`config.mk`:
```
export PLATFORM = sky130hd
export DESIGN_NAME = matrix_store_ctrl
export DESIGN_NICKNAME = d
export VERILOG_FILES = /design/src/rtl/matrix_store_ctrl.sv
export SDC_FILE = /design/constraint.sdc
export NUM_CORES = 1
export LEC_CHECK = 0
export BUFFER_PORTS_ARGS = -buffer_cell sky130_fd_sc_hd__buf_4
export CAP_MARGIN = 5
export CORE_ASPECT_RATIO = 2
export CORE_MARGIN = 1
export CORE_UTILIZATION = 58
export CTS_BUF_LIST = sky130_fd_sc_hd__clkbuf_8
export DETAILED_ROUTE_END_ITERATION = 10
export GPL_ROUTABILITY_DRIVEN = 0
export PLACE_DENSITY = 0.92
export REMOVE_ABC_BUFFERS = 1
export SYNTH_ARGS = -nofsm -noshare
export SYNTH_HDL_FRONTEND = slang
export SYNTH_SLANG_ARGS = --single-unit
```
`constraint.sdc`:
```
create_clock -name clk -period 10.6 [get_ports clk]
set_clock_uncertainty 0.2 [all_clocks]
set_input_delay 3.18 -clock clk [delete_from_list [all_inputs] [get_ports clk]]
set_output_delay 3.18 -clock clk [all_outputs]
set_load 0.1 [all_outputs]
```
`src/rtl/matrix_store_ctrl.sv`:
```
// Slot allocator and fill sequencer for the matrix RAM, sharing the RAM port with compute-engine reads.
// Optional: define STORE_OVERWRITE_EN to recycle the oldest committed slot when every slot is valid.
module matrix_store_ctrl #(
    parameter int SLOTS  = 4,
    parameter int IDX_W  = 5,
    parameter int DATA_W = 8,
    localparam int SLOT_W = $clog2(SLOTS)
) (
    input  logic                    clk,
    input  logic                    rst,
    input  logic                    in_start,
    input  logic [2:0]              in_dim_m,
    input  logic [2:0]              in_dim_n,
    input  logic                    in_we,
    input  logic [DATA_W-1:0]       in_data,
    input  logic                    in_done,
    input  logic                    rd_req,
    input  logic [SLOT_W-1:0]       rd_id,
    input  logic [IDX_W-1:0]        rd_idx,
    output logic                    mem_we,
    output logic [SLOT_W+IDX_W-1:0] mem_addr,
    output logic [DATA_W-1:0]       mem_wdata,
    output logic                    rd_ack,
    output logic                    rd_err,
    output logic [2:0]              rd_dim_m,
    output logic [2:0]              rd_dim_n,
    output logic [SLOTS-1:0]        slot_valid,
    output logic                    busy,
    output logic                    commit_valid,
    output logic [SLOT_W-1:0]       commit_id,
    output logic                    err
);

    // state  | meaning
    // IDLE   | waiting for in_start
    // ALLOC  | pick a slot, invalidate it, clear the element count
    // FILL   | accept element strobes until in_done (or abort via in_start)
    // COMMIT | mark slot valid, store dims, pulse commit_valid
    // ERR    | pulse err, drop back to IDLE
    typedef enum logic [2:0] {S_IDLE, S_ALLOC, S_FILL, S_COMMIT, S_ERR} state_t;

    state_t state_q, state_d;

    logic [SLOT_W-1:0] cur_slot_q;
    logic [IDX_W-1:0]  elem_cnt_q, cnt_nxt;
    logic [2:0]        m_q, n_q;
    logic              got_we_q, ovf_q;
    logic [2:0]        dim_m_tab [SLOTS];
    logic [2:0]        dim_n_tab [SLOTS];
    logic [SLOT_W-1:0] commit_id_q;
`ifdef STORE_OVERWRITE_EN
    logic [SLOT_W-1:0] victim_q;
`endif

    logic              free_found;
    logic [SLOT_W-1:0] free_idx, alloc_slot;
    logic              alloc_ok, latch_dims, cnt_inc, ovf_set, abort, ovf_nxt;
    logic [2:0]        eff_m, eff_n;
    logic              dims_ok;
    logic [IDX_W-1:0]  fill_total, rd_total;

    // Dims come from the live inputs until the first element latches them.
    assign eff_m      = got_we_q ? m_q : in_dim_m;
    assign eff_n      = got_we_q ? n_q : in_dim_n;
    assign dims_ok    = (eff_m != 3'd0) && (eff_m <= 3'd5) && (eff_n != 3'd0) && (eff_n <= 3'd5);
    assign fill_total = IDX_W'(eff_m) * IDX_W'(eff_n);

    always_comb begin
        free_found = 1'b0;
        free_idx   = '0;
        for (int i = SLOTS - 1; i >= 0; i--) begin
            if (!slot_valid[i]) begin
                free_found = 1'b1;
                free_idx   = SLOT_W'(i);
            end
        end
    end

    always_ff @(posedge clk) begin
        if (rst) state_q <= S_IDLE;
        else     state_q <= state_d;
    end

    always_comb begin
        state_d    = state_q;
        mem_we     = 1'b0;
        alloc_ok   = 1'b0;
        alloc_slot = free_idx;
        latch_dims = 1'b0;
        cnt_inc    = 1'b0;
        ovf_set    = 1'b0;
        abort      = 1'b0;
        cnt_nxt    = elem_cnt_q;
        ovf_nxt    = ovf_q;
        case (state_q)
            S_IDLE: if (in_start) state_d = S_ALLOC;
            S_ALLOC: begin
                if (free_found) begin
                    alloc_ok = 1'b1;
                    state_d  = S_FILL;
                end else begin
`ifdef STORE_OVERWRITE_EN
                    alloc_ok   = 1'b1;
                    alloc_slot = victim_q;
                    state_d    = S_FILL;
`else
                    state_d = S_ERR;
`endif
                end
            end
            S_FILL: begin
                if (in_start) begin
                    abort   = 1'b1;
                    state_d = S_ALLOC;
                end else if (in_we && !got_we_q && !dims_ok) begin
                    state_d = S_ERR;
                end else begin
                    if (in_we) begin
                        latch_dims = !got_we_q;
                        if (elem_cnt_q < fill_total) begin
                            mem_we  = 1'b1;
                            cnt_inc = 1'b1;
                            cnt_nxt = elem_cnt_q + IDX_W'(1);
                        end else begin
                            ovf_set = 1'b1;
                            ovf_nxt = 1'b1;
                        end
                    end
                    // Count check sees this cycle's element, if any.
                    if (in_done) begin
                        if ((got_we_q || in_we) && (cnt_nxt == fill_total) && !ovf_nxt)
                            state_d = S_COMMIT;
                        else
                            state_d = S_ERR;
                    end
                end
            end
            S_COMMIT: state_d = S_IDLE;
            S_ERR:    state_d = S_IDLE;
            default:  state_d = S_IDLE;
        endcase
    end

    always_ff @(posedge clk) begin
        if (rst) begin
            cur_slot_q  <= '0;
            elem_cnt_q  <= '0;
            m_q         <= '0;
            n_q         <= '0;
            got_we_q    <= 1'b0;
            ovf_q       <= 1'b0;
            slot_valid  <= '0;
            commit_id_q <= '0;
            for (int i = 0; i < SLOTS; i++) begin
                dim_m_tab[i] <= '0;
                dim_n_tab[i] <= '0;
            end
`ifdef STORE_OVERWRITE_EN
            victim_q <= '0;
`endif
        end else begin
            if (alloc_ok) begin
                cur_slot_q             <= alloc_slot;
                slot_valid[alloc_slot] <= 1'b0;
                elem_cnt_q             <= '0;
                got_we_q               <= 1'b0;
                ovf_q                  <= 1'b0;
            end
            if (latch_dims) begin
                m_q      <= in_dim_m;
                n_q      <= in_dim_n;
                got_we_q <= 1'b1;
            end
            if (cnt_inc) elem_cnt_q <= cnt_nxt;
            if (ovf_set) ovf_q <= 1'b1;
            if (state_q == S_COMMIT) begin
                slot_valid[cur_slot_q] <= 1'b1;
                dim_m_tab[cur_slot_q]  <= m_q;
                dim_n_tab[cur_slot_q]  <= n_q;
                commit_id_q            <= cur_slot_q;
`ifdef STORE_OVERWRITE_EN
                victim_q <= (cur_slot_q == SLOT_W'(SLOTS - 1)) ? '0 : cur_slot_q + SLOT_W'(1);
`endif
            end
        end
    end

    // Writes own the RAM port; a pending read simply waits for a free cycle.
    assign rd_ack    = rd_req && !mem_we;
    assign mem_addr  = mem_we ? {cur_slot_q, elem_cnt_q} : (rd_req ? {rd_id, rd_idx} : '0);
    assign mem_wdata = mem_we ? in_data : '0;

    assign rd_dim_m = dim_m_tab[rd_id];
    assign rd_dim_n = dim_n_tab[rd_id];
    assign rd_total = IDX_W'(rd_dim_m) * IDX_W'(rd_dim_n);
    assign rd_err   = rd_ack && (!slot_valid[rd_id] || (rd_idx >= rd_total));

    assign busy         = (state_q != S_IDLE);
    assign commit_valid = (state_q == S_COMMIT);
    assign commit_id    = commit_valid ? cur_slot_q : commit_id_q;
    assign err          = (state_q == S_ERR) || abort;

endmodule

```
==> impl_results.md <==
- WL final: 7900 um
- Count of input and output buffers: 59
- Number of global-route vias before repair: 2715
- Final Power: 467 uW
- Postcts setup bufs: 0
- Setup crit end kind: output pin
- Clock transition at path regs: 0.09 ns
- RR Startpoint: got_we_q
- Die footprint: 0.00573 sq mm
- DRT Pass-1 Iters: 5
- Fmax: 96.3 MHz
- Fin Setup TNS: 0 ns
- Global-route wire length before repair: 12700 um
- Setup Viol. Count Final: 0
- Hold Crit Class: register to register
- Critical R2R Capture: state_q[1]
- Max clock buf depth: 2
- Power per standard cell area: 125 mW/mm^2
- Post-synth EDFFs: 24
- 1st-iter DRT viols: 117
- Residual DRC: 0
- Clock sink total: 48
- Synth Register Bits: 48
- Layout area overhead: 19.2%
- Post-cts sizing count: 0
- Final nets: 427
- Final period utilization: 0.979
- Number of hold buffers added after CTS: 0
- Net Sw Frac: 0.297
- Pins over their slew limit: 0
- Synth async-reset ratio: 0
- Chip height: 106 um
- DP HPWL: 6010 um
- CTS Buf Count: 5
- Vias post-DR: 2722
- I/O Pins: 60
- Reg2Reg Depth: 14
- Top FF cell, synth: edfxtp_1
- Largest net degree at the start of global routing: 23
- Post-placement cell count: 431
- Ant diodes: 0
- Slew at the pin with the worst max-slew slack: 1.10 ns
- Crit path DAT: 7.00 ns
- Ys Warns: 0
- CTS tree: built
- Logic pwr share: 0.227
- Setup CP Type: input port to output pin
- RSZ-0062 raised after global routing: false
- H-tree depth: 2
- Post-synthesis sequential area ratio: 0.383
- Drt via density: 6.20
- Site Rows: 37
- Netlist cell types: 53
- NetSw: 139 uW
- Final antenna-violating net count: 0
- Max-Cap Viols: 0
- Initial Utilization: 0.605
- Worst Hold Launch: ovf_q
- Overflow after GRT: 0
- Status: finished clean
- Worst reg-to-reg setup slack: 5.47 ns
- Syn Inst Count: 326
- Post-Syn Area: 0.00314 sq mm
- Root Buffer: clkbuf_8
- Worst Path Required: 7.22 ns
- Chip Width: 54.0 um
- Fin crit period: 10.38 ns
- Hold Path End: ovf_q
- Pint: 328 uW
- Clk Latency, worst-skew pair: 0.30 ns
- Initial antenna violation count: 0
- WL/cell: 18.0 um
- VDD IR max: 0.108 mV
- Hold Crit Depth: 2
- Clock share of power: 0.340
- Avg Inst Size Synth: 9.63 sq um
- Core Region: 0.00518 sq mm
- Rel. slew slack: 0.268
- Final Hold Viols: 0
- Crit Path Max Fanout: 21
- Fin Hold WS: 0.354 ns
- Layout cells sized above 1: 0.239
- Critical Path Start Type: input port
- Lkg Pwr: 1.63 nW
- Sequential share of power: 0.433
- Post-Layout Cell Count: 439
- Gr usage total: 0.305
-- worst max-delay path, cell delays in order --
cell      delay (ns)
buf_4           0.12
mux2i_2         0.26
nor2_1          0.11
fa_1            0.47
ha_1            0.22
fa_1            0.38
xor2_1          0.16
xnor2_1         0.18
ha_1            0.33
nand4_1         0.13
o31ai_1         0.39
nor2_2          0.12
nand3b_2        0.19
clkinv_2        0.26
and2_1          0.25
buf_4           0.23
-- metrics by stage --
step | util | area, sq um | setup WS (ns)
after floorplan | - | 3050 | -0.378
after global placement | 0.694 | 3600 | 0.396
after detailed placement | 0.694 | 3600 | 0.229
after CTS | 0.720 | 3730 | 0.200
after global routing | 0.721 | 3740 | 0.0639
final | 0.721 | 3740 | 0.221
-- registers in the layout, indices dropped and copies added, names as in the netlist --
signal	count
dim_n_tab	12
commit_id_q	2
cur_slot_q	2
dim_m_tab	12
elem_cnt_q	5
slot_valid	4
n_q	3
ovf_q	1
got_we_q	1
state_q	3
m_q	3
-- layer usage --
metal | global-route usage | up-vias | share of wire
met2 | 0.561 | 107 | 0.60
met5 | 0 | - | 0
met1 | 0.303 | 1323 | 0.33
met4 | 0.168 | 0 | 0.033
met3 | 0.0386 | 30 | 0.039
li1 | - | 1262 | -
-- kinds of logic after synthesis --
group           Yosys count  share of synthesized area
compound gates           43                     0.0933
xor+xnor                  9                     0.0251
fa+ha+maj                20                     0.0893
buf+inv                  33                     0.0478
flops                    48                      0.383
mux                      19                     0.0937
simple gates            154                      0.268
-- synthesized netlist by cell type (2+ instances only) --
master | count | area share
a221oi_1 | 2 | 0.0056
edfxtp_1 | 24 | 0.23
xor2_1 | 3 | 0.0084
a31oi_1 | 3 | 0.0060
nand2_1 | 34 | 0.041
dfxtp_1 | 24 | 0.15
or2_2 | 3 | 0.0060
mux4_2 | 7 | 0.050
nand3b_1 | 5 | 0.012
nor2b_1 | 2 | 0.0040
and2_1 | 35 | 0.070
nor3_1 | 8 | 0.013
nand4_1 | 5 | 0.010
fa_1 | 4 | 0.026
inv_1 | 16 | 0.019
a211oi_1 | 4 | 0.0096
buf_6 | 3 | 0.011
o21ai_0 | 6 | 0.0096
nand3_1 | 14 | 0.022
a21o_1 | 4 | 0.0096
buf_2 | 3 | 0.0048
ha_1 | 16 | 0.064
nor3b_1 | 5 | 0.012
a21oi_1 | 12 | 0.019
o21ai_1 | 3 | 0.0048
or3_1 | 4 | 0.0080
nand2b_1 | 4 | 0.0080
clkbuf_1 | 9 | 0.011
mux2i_1 | 10 | 0.032
and3_1 | 6 | 0.012
xnor2_1 | 6 | 0.017
nor2_1 | 21 | 0.025
-- area by class of cell --
class | instances | area (sq um)
Multi-Input combinational cell | 245 | 1790
Fill cell | 368 | 1450
Timing Repair Buffer | 63 | 473
Sequential cell | 48 | 1200
Clock buffer | 5 | 68.8
Clock inverter | 3 | 68.8
Inverter | 17 | 65.1
Tap cell | 58 | 72.6
-- cells in the final DEF (no fill, tap or decap), types with 12 or more instances in the layout --
cell type / instances
a21oi_1: 12
and2_1: 35
buf_4: 63
dfxtp_1: 24
edfxtp_1: 24
ha_1: 16
inv_1: 16
nand2_1: 34
nand3_1: 14
nor2_1: 21
-- worst max-delay path by stage --
| stage | startpoint | end |
|---|---|---|
| 2_1_floorplan | in_dim_n[2] | rd_err |
| 6_report | in_dim_n[1] | mem_wdata[6] |
| 3_3_place_gp | in_dim_n[1] | rd_err |
| 5_1_grt | in_dim_n[1] | mem_addr[6] |
| 3_5_place_dp | in_dim_n[1] | mem_wdata[6] |
| 4_1_cts | in_dim_n[1] | mem_addr[6] |
-- power by group through the flow --
stage	Combinational (mW)	Clock, mW	Sequential (mW)
3_3_place_gp	0.102	0	0.206
3_5_place_dp	0.105	0	0.206
6_report	0.106	0.159	0.202
4_1_cts	0.105	0.159	0.202
2_1_floorplan	0.0731	0	0.205
5_1_grt	0.113	0.164	0.203
Power figures use the tool's default switching activity.
